==> src/rtl/i2c_target_pkg.sv <==
// i2c_target_pkg: shared state encoding and bus constants for the I2C register target
package i2c_target_pkg;
  typedef enum logic [3:0] {
    IDLE, ADDR, ADDR_ACK, PTR, PTR_ACK, WDATA, WDATA_ACK, RDATA, RDATA_ACK, IGNORE
  } state_t;
  localparam logic ACK = 1'b0;
  localparam logic NACK = 1'b1;
  localparam logic [6:0] DEFAULT_DEV_ADDR = 7'h50;
endpackage

==> src/rtl/i2c_bus_cond.sv <==
// i2c_bus_cond: pin synchronizers plus SCL edge and START/STOP detection
module i2c_bus_cond (
  input  logic clk,
  input  logic rst,
  input  logic scl_i,
  input  logic sda_i,
  output logic scl_rise,
  output logic scl_fall,
  output logic start_det,
  output logic stop_det,
  output logic sda
);
  logic [1:0] scl_q, sda_q;
  logic scl_p, sda_p;
  // Reset to the idle-bus level so leaving reset never fakes an edge
  always_ff @(posedge clk or posedge rst)
    if (rst) begin
      scl_q <= 2'b11;
      sda_q <= 2'b11;
      scl_p <= 1'b1;
      sda_p <= 1'b1;
    end else begin
      scl_q <= {scl_q[0], scl_i};
      sda_q <= {sda_q[0], sda_i};
      scl_p <= scl_q[1];
      sda_p <= sda_q[1];
    end
  assign scl_rise  = scl_q[1] & ~scl_p;
  assign scl_fall  = ~scl_q[1] & scl_p;
  assign start_det = scl_q[1] & scl_p & sda_p & ~sda_q[1];
  assign stop_det  = scl_q[1] & scl_p & ~sda_p & sda_q[1];
  assign sda       = sda_q[1];
endmodule

==> src/rtl/i2c_target_regs.sv <==
// i2c_target_regs: I2C target with pointer-addressed byte register file and host read port
module i2c_target_regs
  import i2c_target_pkg::*;
#(
  parameter logic [6:0] DEV_ADDR = DEFAULT_DEV_ADDR,
  parameter int NREGS = 16,
  localparam int PW = $clog2(NREGS)
) (
  input  logic          clk,
  input  logic          rst,
  input  logic          scl_i,
  input  logic          sda_i,
  output logic          sda_o,
  output logic          sda_t,
  output logic          busy,
  output logic          wr_pulse,
  output logic [PW-1:0] wr_index,
  output logic [7:0]    wr_data,
  input  logic [PW-1:0] host_addr,
  output logic [7:0]    host_rdata
);
  logic scl_rise, scl_fall, start_det, stop_det, sda;
  state_t state;
  logic [3:0] cnt;
  logic [7:0] sh, nb, rd;
  logic [PW-1:0] ptr;
  logic [7:0] regs [NREGS];
  i2c_bus_cond u_cond (
    .clk(clk),
    .rst(rst),
    .scl_i(scl_i),
    .sda_i(sda_i),
    .scl_rise(scl_rise),
    .scl_fall(scl_fall),
    .start_det(start_det),
    .stop_det(stop_det),
    .sda(sda)
  );
  assign sda_o = 1'b0;
  assign nb = {sh[6:0], sda};
  assign rd = regs[ptr];
  // In the ACK states sda_t itself tells the first falling edge (start driving) from the second (done)
  always_ff @(posedge clk or posedge rst)
    if (rst) begin
      state <= IDLE;
      cnt <= '0;
      sh <= '0;
      ptr <= '0;
      sda_t <= 1'b1;
      busy <= 1'b0;
      wr_pulse <= 1'b0;
      wr_index <= '0;
      wr_data <= '0;
      for (int i = 0; i < NREGS; i++) regs[i] <= '0;
    end else begin
      wr_pulse <= 1'b0;
      if (start_det) begin
        state <= ADDR;
        cnt <= '0;
        busy <= 1'b1;
        sda_t <= 1'b1;
      end else if (stop_det) begin
        state <= IDLE;
        busy <= 1'b0;
        sda_t <= 1'b1;
      end else
        case (state)
          ADDR: if (scl_rise) begin
            sh <= nb;
            cnt <= cnt + 4'd1;
            if (cnt == 4'd7) state <= (nb[7:1] == DEV_ADDR) ? ADDR_ACK : IGNORE;
          end
          PTR: if (scl_rise) begin
            sh <= nb;
            cnt <= cnt + 4'd1;
            if (cnt == 4'd7) begin
              ptr <= nb[PW-1:0];
              state <= PTR_ACK;
            end
          end
          WDATA: if (scl_rise) begin
            sh <= nb;
            cnt <= cnt + 4'd1;
            if (cnt == 4'd7) begin
              regs[ptr] <= nb;
              wr_pulse <= 1'b1;
              wr_index <= ptr;
              wr_data <= nb;
              ptr <= ptr + PW'(1);
              state <= WDATA_ACK;
            end
          end
          ADDR_ACK, PTR_ACK, WDATA_ACK: if (scl_fall) begin
            if (sda_t) sda_t <= ACK;
            else begin
              cnt <= '0;
              if (state == ADDR_ACK && sh[0]) begin
                sh <= rd;
                sda_t <= rd[7];
                ptr <= ptr + PW'(1);
                state <= RDATA;
              end else begin
                sda_t <= 1'b1;
                state <= (state == ADDR_ACK) ? PTR : WDATA;
              end
            end
          end
          RDATA: begin
            if (scl_rise) cnt <= cnt + 4'd1;
            if (scl_fall) begin
              sda_t <= cnt[3] ? 1'b1 : sh[~cnt[2:0]];
              if (cnt[3]) state <= RDATA_ACK;
            end
          end
          RDATA_ACK: begin
            if (scl_rise && sda == NACK) state <= IGNORE;
            if (scl_fall) begin
              sh <= rd;
              sda_t <= rd[7];
              ptr <= ptr + PW'(1);
              cnt <= '0;
              state <= RDATA;
            end
          end
          default: ;
        endcase
    end
  always_ff @(posedge clk or posedge rst)
    if (rst) host_rdata <= '0;
    else host_rdata <= regs[host_addr];
endmodule

==> config.mk <==
export PLATFORM = sky130hd
export DESIGN_NAME = i2c_target_regs
export DESIGN_NICKNAME = d
export VERILOG_FILES = /design/src/rtl/i2c_target_pkg.sv /design/src/rtl/i2c_bus_cond.sv /design/src/rtl/i2c_target_regs.sv
export SDC_FILE = /design/constraint.sdc
export NUM_CORES = 1
export LEC_CHECK = 0
export CORE_ASPECT_RATIO = 0.75
export CORE_MARGIN = 8
export CORE_UTILIZATION = 62
export DETAILED_ROUTE_END_ITERATION = 12
export PLACE_DENSITY = 0.91
export SLEW_MARGIN = 30
export SYNTH_ARGS = -nofsm -noshare
export SYNTH_HDL_FRONTEND = slang
export SYNTH_SLANG_ARGS = --single-unit
export TNS_END_PERCENT = 1
==> constraint.sdc <==
create_clock -name clk -period 12.25 [get_ports clk]
set_clock_uncertainty 0.15 [all_clocks]
set_input_delay 2.45 -clock clk [delete_from_list [all_inputs] [get_ports clk]]
set_output_delay 2.45 -clock clk [all_outputs]
set_load 0.005 [all_outputs]
[Yosys cells after proc, flatten, opt, wreduce, memory -nomap -nowiden]
Index checks and enable logic that the tools add are counted.
Cells by class
  reductions and logical operators: 18
  mux-type cells: 67
  $add $sub $neg: 2
  bitwise gates (word level): 16
  eq/ne operators: 36
  order comparisons: 4
Operator list (count)
  $bwmux W128: 1
  $mux W4: 29
  $mux W8: 10
  $bmux W8 S4: 2
  $ne A4 B4 Y1 const B: 11
  $demux W8 S4: 1
  $pmux W4 S6: 1
  $pmux W8 S3: 1
  $eq A4 B3 Y1 const B: 5
  $ne A2 B2 Y1 const B: 9
  $mux W1: 16
  $pmux W4 S4: 1
  $pmux W4 S3: 1
  $reduce_and A12 Y1: 1
  $reduce_and A11 Y1: 1
  $ge A5 B5 Y1 const B: 2
  $not A4 Y5: 2
  $ne A3 B3 Y1 const B: 3
  $add A4 B1 Y4 const B: 2
  $eq A4 B2 Y1 const B: 2
  $reduce_and A8 Y1: 1
  $reduce_bool A4 Y1: 2
  $reduce_bool A8 Y1: 1
  $and A1 B1 Y1: 7
  22 further kinds: 31
Storage, ports and cells
  register bits after elaboration: 177
  output and inout port bits: 24
  input bits: 8

[Depth between registers and ports, before layout]
  depth after elaboration: 10
  mapped depth: 8
  gate-level depth less buffers: 6

[Modules after synthesis]
From an unflattened synthesis, not the netlist that was laid out.
Second synthesis, totals
  cells, all modules: 727
  area total of the unflattened synthesis: 9754.4 um^2
By module, submodules not included
  i2c_target_regs: seq. area each 4280.4 um^2, cells each 716, times used 1, area an instance 9560.4 um^2
  i2c_bus_cond: seq. area each 157.7 um^2, cells each 11, times used 1, area an instance 193.9 um^2

[Worst setup path before layout]
OpenSTA, ideal clock, no wires.
  path kind: input-to-reg
  start: in host_addr[0]
  end: reg host_rdata[0]
  setup time: 0.138 ns
  buffers on the path: 2
  slack: 8.030 ns
  stages: 4
  arrival time: 3.931 ns
  cell sequence: clkbuf_1 buf_2 mux4_2 mux4_2
On the way
  longest elaborated chain between the ends: 4
RTL lines
  from (decl): RTL line i2c_target_regs.sv:19  | input logic [PW-1:0] host_addr,
  $not A4 Y5 (implied by the code): RTL line i2c_target_regs.sv:130  | else host_rdata <= regs[host_addr];
  $bmux W8 S4: RTL line i2c_target_regs.sv:130
  $mux W8 (implied by the code) (2 in series): RTL line i2c_target_regs.sv:130
  to (signal assigned): RTL line i2c_target_regs.sv:130
  to (decl): RTL line i2c_target_regs.sv:20  | output logic [7:0] host_rdata
No other way between the ends. The select of a mux whose other input is x is not followed.
A chain may end at the register's enable or synchronous reset.

[Final worst setup path]
  start: in host_addr[1]
  end: reg host_rdata[0]
The elaborated chain is that of the path after synthesis.

==> results.cfg <==
[sta]
finalCriticalPeriod_ns = 4.197
fin_ws_ns = 8.053
hold_ws_ns = 0.2062
finalHoldViolations = 0
worst_slew_pin_slew_ns = 0.9512
slew_headroom_pct = 36.58
slew_viol_final = 0
fmax_ghz = 0.2383
min_period_over_period_pct = 34.26
tns_ns = 0
rsz0062_at_grt = no
finalSetupViolCount = 0

[layout]
n_antenna_cell = 0
fillers = 986
drive_gt1_share_pct = 40.48
nets = 667
syn2layout_area_growth_pct = 8.874
fin_util_pct = 68.88

[global_routing]
grt_pass1_wl_um = 37560
grt_pass1_vias = 6405
grt_usage_pct = 24.87
grt_overflow = 0
antenna_found_initial = 0
grt_max_degree = 111

[yosys]
synth_edf_count = 0
syn_avg_cell_area_sq_um = 14.33
ys_types = 63
async_reset_ff_share_pct = 100.0
synthesis.nets = 683
synth_ff_type = dfrtp_1
synthCells = 670
syn-cell-area_sq_um = 9602
seq_area_frac_synth_pct = 46.22
ys_seq_elements = 177
yosysWarnings = 0

[power]
p_per_area_nw_per_um2 = 161.5
leakagePower_nw = 4.778
peakVddDrop_uv = 117.9
p_total_mw = 1.688

[clock_tree]
clk_latency_ns = 0.45
h-tree-depth = 4
cts_setup_buffers = 0
root_buffer = clkbuf_16
cts.sink_count = 177
cts-resized-gates = 0
cts.path.max_buffers = 2
cts_inserted_buffers = 17
cts_hold_buf = 0
clk_pin_slew_worst_paths_ns = 0.07
cts_tree = built

[die]
ioPinCount = 32
initial_utilization_pct = 63.27
num_rows = 39
core-area_sq_um = 15180
die_area_sq_um = 19770
die_height_um = 123.8
die_w_um = 159.7

[job]
drv_cap = 0

[route]
vias_per_cell = 7.047
drt-pass1-iter-count = 5
ant_nets = 0
vias = 6145
wire_per_inst_um = 26.61
drtIter0Drc = 590
drt_drc_violations_left = 0
wirelength_um = 23210

[status]
status = finished, final reports clean

[setup_path]
critPathArrivalTime_ns = 4.36
critPathRequiredTime_ns = 12.41
end_kind = flop
r2r_setup_slack_ns = 8.75
slowest_stage = mux4_2
rr_worst_depth = 5
cp_max_fo = 32
start_kind = input port
cp_common_cell = mux4_2
critical_path_class = input port to flop
critPathMaxStageDelay_ns = 0.58
path_cells = clkdlybuf4s50_1 -> buf_4 -> mux4_2 -> mux4_2

[placement]
pre_cts_ws_ns = 7.473
dp_hpwl_um = 14840
portBuffers = 30
gp_congestion = 0.8971

[min_path]
hold_class = flop to flop
whs_path_depth = 0
-- critical path: cells and delay by family --
kind | cells | cell delay (ns)
multiplexers | 2 | 1.04
buffers and inverters | 2 | 0.86
-- cell families (layout without fill, tap and decap cells) --
family / after synthesis / after routing / share of synthesized area, %
buffers and inverters: 79 / 76 / 4.014
AO/OA/AOI/OAI: 60 / 60 / 4.483
other: 1 / 1 / 0.03906
adder cells (fa/ha/maj): 5 / 5 / 0.6516
multiplexers: 238 / 238 / 38.31
XOR/XNOR: 2 / 2 / 0.1825
AND/OR/NAND/NOR: 108 / 108 / 6.099
flip-flops: 177 / 177 / 46.22
-- per-layer routing --
metal,up-vias,share of wire [%],global-route usage (%)
met1,3231,41,32.18
met3,61,8.4,7.067
met2,328,47,39.10
met5,-,0,0
met4,0,3.6,11.57
li1,2525,-,-
-- flip-flops by register name (all words and copies together), names as in the netlist --
name,count
busy,1
cnt,4
host_rdata,8
ptr,4
regs,128
sda_t,1
sh,8
state,4
u_cond.scl_p,1
u_cond.scl_q,2
u_cond.sda_p,1
u_cond.sda_q,2
wr_data,8
wr_index,4
wr_pulse,1
-- cells in the final DEF (no fill, tap or decap), types with 4 or more instances in the layout --
| cell type | Yosys | final |
|---|---|---|
| a21o_1 | 4 | 4 |
| a21oi_1 | 7 | 7 |
| and3_1 | 17 | 17 |
| buf_4 | 1 | 6 |
| clkbuf_16 | 0 | 17 |
| clkdlybuf4s50_1 | 0 | 29 |
| dfrtp_1 | 170 | 169 |
| dfstp_2 | 7 | 7 |
| ha_1 | 5 | 5 |
| inv_1 | 8 | 7 |
| inv_6 | 0 | 5 |
| mux2_2 | 144 | 144 |
| mux2_4 | 6 | 6 |
| mux2i_1 | 6 | 6 |
| mux4_1 | 16 | 16 |
| mux4_2 | 66 | 66 |
| nand2_1 | 31 | 31 |
| nand2b_1 | 6 | 6 |
| nand3_1 | 11 | 11 |
| nand4_1 | 4 | 4 |
| nor2_1 | 9 | 9 |
| nor2b_1 | 6 | 6 |
| nor3_1 | 5 | 5 |
| o21ai_0 | 10 | 10 |
-- power by group --
part           switching (mW)  internal [mW]
sequential              0.142          0.614
combinational           0.205          0.182
clock                   0.251          0.294
-- metrics by stage --
stage / instance area, sq um / instances
final: 10450 / 872
after floorplan: 9602 / 670
after global routing: 10450 / 872
after CTS: 10450 / 872
after global placement: 9852 / 840
after detailed placement: 9863 / 840
-- Yosys cell counts (6+ instances only) --
| master | n | area (sq um) |
|---|---|---|
| clkbuf_1 | 25 | 93.84 |
| mux2_4 | 6 | 90.09 |
| and3_1 | 17 | 106.4 |
| nand2_1 | 31 | 116.4 |
| buf_1 | 10 | 37.54 |
| mux2i_1 | 6 | 60.06 |
| mux2_2 | 144 | 1622 |
| o21ai_0 | 10 | 50.05 |
| a21oi_1 | 7 | 35.03 |
| mux4_2 | 66 | 1486 |
| nor2_1 | 9 | 33.78 |
| nand3_1 | 11 | 55.05 |
| mux4_1 | 16 | 420.4 |
| buf_2 | 30 | 150.1 |
| dfrtp_1 | 170 | 4254 |
| dfstp_2 | 7 | 183.9 |
| nor2b_1 | 6 | 37.54 |
| inv_1 | 8 | 30.03 |
| nand2b_1 | 6 | 37.54 |
-- layout make-up --
type                       count  area [sq um]  area share (%)
clock buffer                  19         442.9           4.237
clock inverter                13         145.1           1.388
inverter                       9         41.29          0.3950
multi-input combinational    414          4793           45.85
sequential                   177          4439           42.47
tap                          205         256.5           2.454
timing repair buffer          35         335.3           3.208
-- final timing paths --
path / to / from
max: host_rdata[0] / host_addr[1]
min: u_cond.sda_q[1] / u_cond.sda_q[0]
max reg2reg: regs[23] / state[0]
min in group asynchronous: regs[8] / rst
min reg2reg: u_cond.sda_q[1] / u_cond.sda_q[0]
max in group asynchronous: ptr[0] / rst
No activity file was read; power rests on OpenSTA's default activity.
